===== src/rtl/temp_bcd_converter.sv =====
// Signed 12-bit sensor temperature to sign + BCD (hundreds/tens/ones/tenths) via iterative double-dabble.
// Optional tenths digit: define TEMP_FRAC_EN to enable; otherwise bcd_tenth is tied to 0.
module temp_bcd_converter #(
    parameter int INT_BITS    = 8,
    parameter int SHIFT_CNT_W = 3
) (
    input  logic       CLK,
    input  logic       RST,
    input  logic [7:0] MSB,
    input  logic [7:0] LSB,
    input  logic       valid,
    output logic       busy,
    output logic       done,
    output logic       sign,
    output logic [3:0] bcd_hund,
    output logic [3:0] bcd_tens,
    output logic [3:0] bcd_ones,
    output logic [3:0] bcd_tenth
);

    localparam int BCD_W = 12;

    localparam logic [1:0] ST_IDLE  = 2'd0;
    localparam logic [1:0] ST_ABS   = 2'd1;
    localparam logic [1:0] ST_SHIFT = 2'd2;
    localparam logic [1:0] ST_DONE  = 2'd3;

    localparam logic [SHIFT_CNT_W-1:0] LAST_SHIFT = SHIFT_CNT_W'(INT_BITS - 1);

    function automatic logic [3:0] dd_adjust(input logic [3:0] nib);
        return (nib >= 4'd5) ? nib + 4'd3 : nib;
    endfunction

    logic [1:0]             state_q,  state_d;
    logic [11:0]            raw_q,    raw_d;
    logic                   neg_q,    neg_d;
    logic                   nz_q,     nz_d;
    logic [INT_BITS-1:0]    int_sr_q, int_sr_d;
    logic [BCD_W-1:0]       bcd_q,    bcd_d;
    logic [SHIFT_CNT_W-1:0] cnt_q,    cnt_d;
    logic                   done_q,   done_d;
    logic                   sign_q,   sign_d;
    logic [3:0]             hund_q,   hund_d;
    logic [3:0]             tens_q,   tens_d;
    logic [3:0]             ones_q,   ones_d;
`ifdef TEMP_FRAC_EN
    logic [3:0]             frac_q,   frac_d;
    logic [3:0]             tenth_q,  tenth_d;
    logic [3:0]             frac_mag;
`endif

    logic [INT_BITS-1:0] int_mag;
    logic [BCD_W-1:0]    bcd_adj;
    logic [BCD_W-1:0]    bcd_shift;
    logic [INT_BITS-1:0] sr_shift;

    // The low LSB nibble carries no temperature data.
    logic unused_lsb;
    assign unused_lsb = ^LSB[3:0];

    // Integer magnitude straight from the raw word: for negatives, ~x+1 only carries
    // into the integer part when the fractional nibble is zero.
    assign int_mag = raw_q[11]
                   ? (~raw_q[11:4] + {{(INT_BITS-1){1'b0}}, ~|raw_q[3:0]})
                   : raw_q[11:4];
`ifdef TEMP_FRAC_EN
    assign frac_mag = raw_q[11] ? (~raw_q[3:0] + 4'd1) : raw_q[3:0];
`endif

    assign bcd_adj   = {dd_adjust(bcd_q[11:8]), dd_adjust(bcd_q[7:4]), dd_adjust(bcd_q[3:0])};
    assign bcd_shift = {bcd_adj[BCD_W-2:0], int_sr_q[INT_BITS-1]};
    assign sr_shift  = {int_sr_q[INT_BITS-2:0], 1'b0};

    always_comb begin
        // NOTE: every _d gets a hold default first so no path through the case infers a latch.
        state_d  = state_q;
        raw_d    = raw_q;
        neg_d    = neg_q;
        nz_d     = nz_q;
        int_sr_d = int_sr_q;
        bcd_d    = bcd_q;
        cnt_d    = cnt_q;
        done_d   = 1'b0;
        sign_d   = sign_q;
        hund_d   = hund_q;
        tens_d   = tens_q;
        ones_d   = ones_q;
`ifdef TEMP_FRAC_EN
        frac_d   = frac_q;
        tenth_d  = tenth_q;
`endif
        case (state_q)
            ST_IDLE: begin
                if (valid) begin
                    raw_d   = {MSB, LSB[7:4]};
                    state_d = ST_ABS;
                end
            end
            ST_ABS: begin
                neg_d    = raw_q[11];
                int_sr_d = int_mag;
                bcd_d    = '0;
                cnt_d    = '0;
`ifdef TEMP_FRAC_EN
                frac_d   = frac_mag;
                nz_d     = (int_mag != '0) || (frac_mag != 4'd0);
`else
                nz_d     = (int_mag != '0);
`endif
                state_d  = ST_SHIFT;
            end
            ST_SHIFT: begin
                bcd_d    = bcd_shift;
                int_sr_d = sr_shift;
                cnt_d    = cnt_q + 1'b1;
                if (cnt_q == LAST_SHIFT) begin
                    // Results land on the same edge as the final shift, i.e. on DONE entry.
                    state_d = ST_DONE;
                    done_d  = 1'b1;
                    sign_d  = neg_q & nz_q;
                    hund_d  = bcd_shift[11:8];
                    tens_d  = bcd_shift[7:4];
                    ones_d  = bcd_shift[3:0];
`ifdef TEMP_FRAC_EN
                    tenth_d = 4'(({4'd0, frac_q} * 8'd10) >> 4);
`endif
                end
            end
            ST_DONE: begin
                state_d = ST_IDLE;
            end
            default: begin
                state_d = ST_IDLE;
            end
        endcase
    end

    // NOTE: state registers use non-blocking assignments so every flop samples pre-edge values.
    always_ff @(posedge CLK or negedge RST) begin
        if (!RST) begin
            state_q  <= ST_IDLE;
            raw_q    <= '0;
            neg_q    <= 1'b0;
            nz_q     <= 1'b0;
            int_sr_q <= '0;
            bcd_q    <= '0;
            cnt_q    <= '0;
            done_q   <= 1'b0;
            sign_q   <= 1'b0;
            hund_q   <= '0;
            tens_q   <= '0;
            ones_q   <= '0;
`ifdef TEMP_FRAC_EN
            frac_q   <= '0;
            tenth_q  <= '0;
`endif
        end else begin
            state_q  <= state_d;
            raw_q    <= raw_d;
            neg_q    <= neg_d;
            nz_q     <= nz_d;
            int_sr_q <= int_sr_d;
            bcd_q    <= bcd_d;
            cnt_q    <= cnt_d;
            done_q   <= done_d;
            sign_q   <= sign_d;
            hund_q   <= hund_d;
            tens_q   <= tens_d;
            ones_q   <= ones_d;
`ifdef TEMP_FRAC_EN
            frac_q   <= frac_d;
            tenth_q  <= tenth_d;
`endif
        end
    end

    assign busy     = (state_q != ST_IDLE);
    assign done     = done_q;
    assign sign     = sign_q;
    assign bcd_hund = hund_q;
    assign bcd_tens = tens_q;
    assign bcd_ones = ones_q;
`ifdef TEMP_FRAC_EN
    assign bcd_tenth = tenth_q;
`else
    assign bcd_tenth = 4'd0;
`endif

endmodule

===== config.mk =====
export PLATFORM = sky130hd
export DESIGN_NAME = temp_bcd_converter
export DESIGN_NICKNAME = d
export VERILOG_FILES = /design/src/rtl/temp_bcd_converter.sv
export SDC_FILE = /design/constraint.sdc
export NUM_CORES = 1
export LEC_CHECK = 0
export BUFFER_PORTS_ARGS = -buffer_cell sky130_fd_sc_hd__buf_2
export CORE_MARGIN = 4
export CORE_UTILIZATION = 28
export DETAILED_ROUTE_END_ITERATION = 12
export HOLD_SLACK_MARGIN = 0.12
export SYNTH_ARGS = -nofsm -noshare
export SYNTH_HDL_FRONTEND = slang
export SYNTH_SLANG_ARGS = --single-unit

===== constraint.sdc =====
create_clock -name CLK -period 4.4 [get_ports CLK]
set_clock_uncertainty 0.2 [all_clocks]
set_input_delay 0.22 -clock CLK [delete_from_list [all_inputs] [get_ports CLK]]
set_output_delay 0.22 -clock CLK [all_outputs]
set_load 0.02 [all_outputs]

==> metrics.txt, run 1 <==
status finished, final reports clean; Pre-Repair DR Iteration Count 4; endpoints failing setup 0; register area share after synthesis slightly below 50%; Die Y 106 µm; worst hold stages 3; gr ovfl total 0; Detail Route Antenna Nets 0; I/O pins 38; unrepaired setup endpoints after global routing no; PwrDens approximately 550 nW/µm²; Critical Path AT roughly 2.5 ns; drt via density approximately 4.4; Yosys reg bits 53; CP startpoint kind flip-flop; area of the multi-input gates about 1200 µm²; GRT Total Usage 9.78%; storage element area about 1300 µm²; vias in the first global route 1951; routed via count 1894; Worst setup EP type flip-flop; Mapped Area roughly 2700 µm²; ys flop type dfrtp_1; critical path class reg2reg; library cells used by synthesis 34; post-layout util 33.8%; Worst Max-Slew Pin Slew 0.728 ns; final net count 332; largest net degree at the start of global routing 54; H-tree levels 2; clock transition at the registers of the reported paths around 0.09 ns; WL final around 4900 µm; Post-synth ARST share 100%; max frequency between 300 and 400 MHz; fin crit period approximately 2.5 ns; Core ar. around 9300 µm²; CTS Buf Count 5; top cell type's share of synthesized area around half; Initial Util just under 30%; clock buffer depth 2; Placer Congestion ~0.74; row count 35; Clock Latency Late Sink ~0.30 ns; Min-Delay Path Class in2reg; first-pass GRT wire length 9050 µm; initial antenna violation count 0; # DRC 0; critical path cell sequence inv_1 -> ha_1 -> nand2_1 -> mux2_2; post-CTS sizing 0; CTS tree built; commonest cells in the netlist dfrtp_1 (53), inv_1 (31), o21ai_0 (23); CP peak stage delay approximately 0.64 ns; root buf cell clkbuf_8; Max-Cap Viols 0; Antenna diodes 0; layout cells sized above 1 between 20% and 30%; CTS sink cnt 53; Synth Area per Inst about 10 µm²; first-iteration detailed-routing DRC count between 60 and 70; slew margin rel. slightly above 50%; period utilization 57.7%; Ys Warns 0; Hold Vio Cnt, Final 0; Fill cells between 900 and 1000; setup tns final 0 ns; die width around 110 µm; die area 11200 µm²; final slew viol count 0; Data required, critical path around 4.4 ns; most frequent cell after synthesis dfrtp_1; HPWL after detailed placement about 3500 µm; leading area contributor after synthesis dfrtp_1; Worst Reg-to-Reg Cells 4; VDD IR max about 0.37 mV; critical path fanouts, max 26; EDFF count, synth 0; Area Overhead vs Synth 16.8%; LEAKAGE roughly 1.4 nW; wire length per cell between 10 and 15 µm; PortBufs 29; largest cells by area after synthesis dfrtp_1 (49%), mux2_2 (8.8%), ha_1 (6.5%); slowest cell on the critical path nand2_1; Cells after Synth around 260
timing repair:
| item | 4_1_cts | 5_1_grt |
|---|---|---|
| buffers inserted | 0 | 0 |
| endpoints found under the hold margin | 65 | 0 |
| hold buffers | 13 | 0 |
logic make-up (layout without fill, tap and decap cells):
family | count (synthesis) | count (layout) | share of synthesized area, %
compound gates | 59 | 59 | 12.7
xor+xnor | 4 | 4 | 1.30
fa+ha+maj | 14 | 14 | 6.51
buf+inv | 45 | 83 | 7.81
flops | 53 | 53 | 49.3
mux | 26 | 26 | 10.7
other cells | 1 | 4 | 0.139
simple gates | 57 | 57 | 11.5
per-layer routing:
metal  vias to the layer above  GRT usage (%)  wire length, µm
met5                         -              0                0
met4                         0           2.87               53
met3                         7           2.55              238
met2                        40           15.6             2310
met1                       878           13.1             2320
li1                        969              -                -
final cells by class:
type	count	share of cell area, %
clock buffers	6	2.31
repair buffers	44	9.24
inverters	31	3.70
flip-flops and latches	53	42.2
multi-input cells	164	37.1
clock inverters	2	0.319
well taps	129	5.14
worst paths after layout:
kind | start | end | slack (ns)
hold / removal | valid | state_q[0] | 0.15
max in group asynchronous | RST | cnt_q[1] | 3.19
setup reg to reg | state_q[0] | bcd_ones[0] | 1.86
setup / recovery | state_q[0] | bcd_ones[0] | 1.86
hold reg to reg | bcd_tens[2] | bcd_tens[2] | 0.28
min in group asynchronous | RST | raw_q[0] | 0.35
power breakdown:
part           internal (mW)  switching (mW)
Clock                  0.111           0.156
Combinational          0.331           0.399
Sequential             0.618           0.109
critical path, delay by kind of cell (launching register included):
family | cells | cell delay [ns]
simple gates | 1 | 0.64
fa+ha+maj | 1 | 0.61
mux | 1 | 0.45
flops | 1 | 0.41
buf+inv | 1 | 0.11
metrics by stage:
stage / hold WS, ns / total power, mW / instances / worst slack [ns] / area, µm²
after floorplan: -0.276 / 1.35 / 262 / 2.16 / 2700
after global placement: 0.185 / 1.44 / 408 / 1.87 / 2930
after detailed placement: 0.186 / 1.47 / 408 / 1.78 / 2930
after CTS: 0.152 / 1.75 / 429 / 1.78 / 3140
after global routing: 0.159 / 1.88 / 429 / 1.58 / 3140
final: 0.148 / 1.72 / 429 / 1.86 / 3140
flip-flops by register name, indices dropped and copies added, names as in the netlist:
register  cells
bcd_hund      4
bcd_ones      4
bcd_q        12
bcd_tens      4
cnt_q         3
done          1
int_sr_q      8
neg_q         1
nz_q          1
raw_q        12
sign          1
state_q       2
layout by cell type (no fill, tap or decap), types with 2 or more instances in the layout:
cell type	synthesis	routed
o22ai_1	14	14
clkinv_2	0	2
a21oi_1	9	9
buf_4	5	2
mux2i_1	5	5
ha_1	14	14
clkbuf_8	0	5
inv_1	31	31
nor3_1	9	9
nand3_1	4	4
mux2_2	21	21
nand2b_1	5	5
a31oi_1	5	5
a21boi_0	2	2
dfrtp_1	53	53
o31ai_1	2	2
o21ai_0	23	23
conb_1	1	4
buf_2	0	29
xnor2_1	4	4
nand2_1	21	21
and3b_1	2	2
nor4_1	3	3
nor2b_1	3	3
dlygate4sd3_1	0	13
nor2_1	4	4
No activity file was read; power rests on OpenSTA's default activity.
==> run 2, diff against run 1 <==
==> constraint.sdc (replaced) <==
create_clock -name CLK -period 2.3 [get_ports CLK]
set_clock_uncertainty 0.2 [all_clocks]
set_input_delay 0.115 -clock CLK [delete_from_list [all_inputs] [get_ports CLK]]
set_output_delay 0.115 -clock CLK [all_outputs]
set_load 0.02 [all_outputs]
==> metrics.txt, run 2 (same netlist as run 1, synthesis figures left out) <==
WL final 5220 µm (+6.2%); first-pass GRT wire length 9260 µm (+2.4%); H-tree levels 2 (unchanged); # DRC 0 (unchanged); final net count 342 (+3.0%); wire length per cell 12.0 µm (+4.3%); layout cells sized above 1 24.0% (+3.0 points); CP startpoint kind flip-flop; vias in the first global route 1982 (+1.6%); Reg-to-Reg End int_sr_q[4]; Antenna diodes 0 (unchanged); row count 35 (unchanged); period utilization 98.2% (+40 points); dpl ws -0.0753 ns (-1.85 ns); critical path class reg2reg; Worst Reg-to-Reg Cells 7 (+3); routed via count 1965 (+3.7%); crit-path leading delay family simple AND/OR/NAND/NOR gates; first-iteration detailed-routing DRC count 50 (-21%); area of the multi-input gates 1190 µm² (+2.5%); unrepaired setup endpoints after global routing yes; gr ovfl total 0 (unchanged); Critical Path AT 2.24 ns (-0.30 ns); critical path fanouts, max 2 (-92%); CP peak stage delay 0.42 ns (-0.22 ns); clock transition at the registers of the reported paths 0.09 ns (about the same); Hold Slack 0.179 ns (+0.0310 ns); most used cell, CP ha_2; Hold Vio Cnt, Final 0 (unchanged); max frequency 443 MHz (+12%); CTS tree built; endpoints failing setup 0 (unchanged); Worst Max-Slew Pin Slew 0.692 ns (-0.0354 ns); Die Y 106 µm (unchanged); most frequent cells in the layout dfrtp_1 (53), inv_1 (31), buf_2 (29); PortBufs 29 (unchanged); sum of buffers and inverters on the critical path 0 (-1); LEAKAGE 1.47 nW (+3.1%); biggest regs bcd_q: 12 flops, raw_q: 12 flops, int_sr_q: 8 flops; most common cell after layout, fill and taps aside dfrtp_1; clock buffer depth 2 (unchanged); Data required, critical path 2.28 ns (-2.12 ns); initial antenna violation count 0 (unchanged); worst r2r src raw_q[2]; Initial Util 29.0% (unchanged); R2R Setup Slk 0.04 ns (-1.82 ns); VDD IR max 0.505 mV (+37%); Pwr Total 3.42 mW (+98%); die width 106 µm (unchanged); drt via density 4.50 (+1.8%); GRT Total Usage 10.0% (+0.27 points); Core ar. 9280 µm² (unchanged); Post-CTS Setup Repair Bufs 0 (unchanged); Fill cells 978 (+0.31%); Max-Cap Viols 0 (unchanged); post-layout util 34.9% (+1.1 points); status finished, final reports clean; Placer Congestion 0.761 (+3.5%); PwrDens 1050 nW/µm² (+92%); Detail Route Antenna Nets 0 (unchanged); Worst Setup SP raw_q[2]; Crit path depth 7 (+3); Clock Latency Late Sink 0.30 ns (about the same); Min-Delay Path Class in2async; storage element area 1330 µm² (unchanged); Pre-Repair DR Iteration Count 4 (unchanged); CTS Buf Count 5 (unchanged); final slew viol count 0 (unchanged); fin crit period 2.26 ns (-0.281 ns); largest net degree at the start of global routing 26 (-52%); critical path cell sequence nor4_4 -> ha_2 -> ha_2 -> or3b_4 -> and3b_1 -> o31ai_1 -> mux2i_1; slowest cell on the critical path dfrtp_1; root buf cell clkbuf_8; Worst setup EP type flip-flop; PnR worst setup slack 0.0413 ns (-1.82 ns); fin cells 437 (+1.9%); slew margin rel. 53.7% (+2.3 points); I/O pins 38 (unchanged); Cells after DPL 416 (+2.0%); Setup crit end int_sr_q[4]; CTS sink cnt 53 (unchanged); HPWL after detailed placement 3740 µm (+7.4%); Area Overhead vs Synth 20.5%; die area 11200 µm² (unchanged)
run 2: cell count changes in the layout (fill, tap and decap cells not counted):
cell and delta:
a21boi_0 -2, a21boi_1 +2, buf_4 +8, clkbuf_1 -1, clkinv_2 -1, dlygate4sd3_1 +2, ha_1 -2, ha_2 +2
nor4_1 -2, nor4_2 +1, nor4_4 +1, or3b_2 -1, or3b_4 +1
run 2: worst min-delay path by stage:
stage	slack (ns)	endpoint
after floorplan	-0.38	bcd_hund[0]
after global placement	-0.13	raw_q[0]
after detailed placement	-0.14	raw_q[0]
after CTS	0.17	bcd_q[0]
after global routing	0.21	bcd_q[1]
final	0.18	int_sr_q[7]
run 2: area by class of cell:
cell class / count / area share [%]
clock buffers: 5 / 2.12
multi-input cells: 164 / 36.8
repair buffers: 54 / 11.4
clock inverters: 1 / 0.154
inverters: 31 / 3.59
well taps: 129 / 4.98
flip-flops and latches: 53 / 40.9
run 2: metal layers:
metal	part of all wire, %	GRT usage, %
met4	1.0	2.50
met3	4.2	2.06
met5	0	0
met2	48	16.5
met1	47	13.6
run 2: through the flow:
step	instance area, µm²	TNS [ns]
after floorplan	2700	0
after global placement	2990	-0.0561
after detailed placement	2990	-0.144
after CTS	3230	-0.00714
after global routing	3240	-0.0856
final	3240	0
run 2: worst register-to-register path, cell delays in order (launching register included):
cell and delay, ns:
dfrtp_1 0.42, nor4_4 0.29, ha_2 0.22, ha_2 0.17, or3b_4 0.37, and3b_1 0.19, o31ai_1 0.19, mux2i_1 0.10
run 2: power breakdown:
group	total, mW	switching, mW	internal, mW
sequential	1.41	0.227	1.18
clock	0.492	0.291	0.201
combinational	1.51	0.801	0.713
total	3.42	1.32	2.10
run 2: repair_timing:
item,CTS,global route
gates cloned,0,0
endpoints found under the hold margin,67,0
gates resized for setup,4,4
endpoints found under the setup margin,2,3
hold buffers,15,0
pin swaps,1,3
==> run 3, diff against run 2 <==
--- a/config.mk
+++ b/config.mk
@@ -10,6 +10,7 @@
 export CORE_UTILIZATION = 28
 export DETAILED_ROUTE_END_ITERATION = 12
 export HOLD_SLACK_MARGIN = 0.12
+export PLACE_DENSITY = 0.44
 export SYNTH_ARGS = -nofsm -noshare
 export SYNTH_HDL_FRONTEND = slang
 export SYNTH_SLANG_ARGS = --single-unit
==> metrics.txt, run 3 (same netlist as run 1, synthesis figures left out) <==
status finished, violations left; failing checks setup timing; most frequent cells in the layout dfrtp_1 (53), inv_1 (31), buf_2 (29); storage element area 1330 µm² (unchanged); CTS tree built; CTS Buf Count 5 (unchanged); initial antenna violation count 0 (unchanged); root buf cell clkbuf_8; Data required, critical path 2.29 ns (about the same); biggest regs bcd_q: 12 flops, raw_q: 12 flops, int_sr_q: 8 flops; design area 3280 µm² (+1.3%); critical path fanouts, max 2 (unchanged); switch share 39.6% (+0.98 points); clock transition at the registers of the reported paths 0.11 ns (+0.02 ns); layout cells sized above 1 26.1% (+2.0 points); Detail Route Antenna Nets 0 (unchanged); Worst Max-Slew Pin Slew 0.614 ns (-0.0780 ns); I/O pins 38 (unchanged); dpl cell area 2990 µm² (about the same); dpl ws -0.0587 ns (+0.0166 ns); Internal Dissipation 2.15 mW (+2.3%); Initial Util 29.0% (unchanged); VDD IR max 0.523 mV (+3.4%); Clock Latency Late Sink 0.31 ns (about the same); Core ar. 9280 µm² (unchanged); CTS sink cnt 53 (unchanged); # DRC 0 (unchanged); row count 35 (unchanged); Post-CTS Setup Repair Bufs 0 (unchanged); final slew viol count 0 (unchanged); final net count 339 (-0.88%); Antenna diodes 0 (unchanged); LEAKAGE 1.47 nW (+0.22%); PnR worst setup slack -0.0154 ns (-0.0566 ns); Worst setup EP type flip-flop; die area 11200 µm² (unchanged); Placer Congestion 0.765 (+0.55%); gr ovfl total 0 (unchanged); wire length per cell 12.2 µm (+2.2%); vias in the first global route 1932 (-2.5%); Fill cells 963 (-1.5%); H-tree levels 2 (unchanged); drt via density 4.40 (-2.2%); period utilization 101% (+2.5 points); area of the multi-input gates 1230 µm² (+3.1%); WL final 5330 µm (+2.0%); unrepaired setup endpoints after global routing yes; CP startpoint kind flip-flop; Switch Pwr 1.41 mW (+6.6%); setup tns final -0.0168 ns (-0.0168 ns); first-iteration detailed-routing DRC count 35 (-30%); Pre-Repair DR Iteration Count 4 (unchanged); Max-Cap Viols 0 (unchanged); largest net degree at the start of global routing 30 (+15%); Min-Delay Path Class in2async; PortBufs 29 (unchanged); sequential share of power 39.5% (-1.8 points); slew margin rel. 59.0% (+5.4 points); most common cell after layout, fill and taps aside dfrtp_1; Die Y 106 µm (unchanged); endpoints failing setup 2 (+2); fin crit period 2.32 ns (+0.0566 ns); routed via count 1917 (-2.4%); PwrDens 1080 nW/µm² (+2.7%); clock buffer depth 2 (unchanged); Critical Path AT 2.31 ns (+0.07 ns); R2R Setup Slk -0.02 ns (-0.06 ns); Area Overhead vs Synth 22.0%; Clock Power Share 15.6% (+1.2 points); critical path class reg2reg; die width 106 µm (unchanged); first-pass GRT wire length 9530 µm (+2.9%); GRT Total Usage 10.3% (+0.29 points); Comb pwr share 44.8% (+0.5 points); Hold Vio Cnt, Final 0 (unchanged); max frequency 432 MHz (-2.4%); HPWL after detailed placement 3880 µm (+3.6%)
[run 3: changes by cell type in the layout (fill, tap and decap cells not counted), sizes merged]
cell         previous run  this run
buf                    39        37
clkinvlp                0         1
dlygate4sd3            15        14
inv                    31        32
[run 3: metal layers]
| layer | up-vias | global-route usage (%) | share of wire (%) | wire [µm] |
|---|---|---|---|---|
| li1 | 980 | - | - | - |
| met4 | 0 | 2.50 | 0.81 | 43 |
| met3 | 5 | 2.25 | 4.4 | 234 |
| met1 | 888 | 14.3 | 49 | 2610 |
| met2 | 44 | 16.5 | 46 | 2440 |
| met5 | - | 0 | 0 | 0 |
[run 3: worst paths after layout]
kind,depth (start not counted),end,from
max in group asynchronous,3,state_q[0],RST
max reg2reg,7,nz_q,raw_q[2]
max,7,nz_q,raw_q[2]
min in group CLK,2,bcd_tens[1],bcd_tens[1]
min,2,done,RST
min reg2reg,2,bcd_tens[1],bcd_tens[1]
[run 3: final cells by class]
class                           instances  area share [%]
Clock inverter                          3           0.648
Tap cell                              129            4.92
Multi-Input combinational cell        164            37.5
Sequential cell                        53            40.4
Timing Repair Buffer                   51            10.9
Inverter                               31            3.54
Clock buffer                            5            2.10
[run 3: power groups by stage]
stage          combinational, mW  sequential [mW]  clock (mW)
6_report                    1.59             1.40       0.555
4_1_cts                     1.55             1.40       0.582
3_5_place_dp                1.51             1.41           0
2_1_floorplan               1.25             1.34           0
5_1_grt                     1.81             1.45       0.622
3_3_place_gp                1.50             1.40           0
[run 3: repair_timing]
action	in CTS	in global routing
gates resized for setup	5	11
pin swaps	3	3
cloned	0	0
hold endpoints to repair	66	0
setup endpoints to repair	2	3
hold buffers	14	0
[run 3: metrics by stage]
stage	total power, mW	cells	utilization [%]	hold WS, ns
2_1_floorplan	2.59	262	-	-0.381
3_3_place_gp	2.89	414	32.2	-0.0434
3_5_place_dp	2.91	414	32.2	-0.0384
4_1_cts	3.53	436	34.9	0.155
5_1_grt	3.88	436	35.4	0.189
6_report	3.55	436	35.4	0.141
[run 3: critical path: stages, from the launching register on]
cell	delay, ns
dfrtp_1	0.41
nor4_4	0.27
ha_2	0.24
ha_4	0.13
or3b_4	0.37
and3b_2	0.23
nor4_4	0.24
a31oi_1	0.10
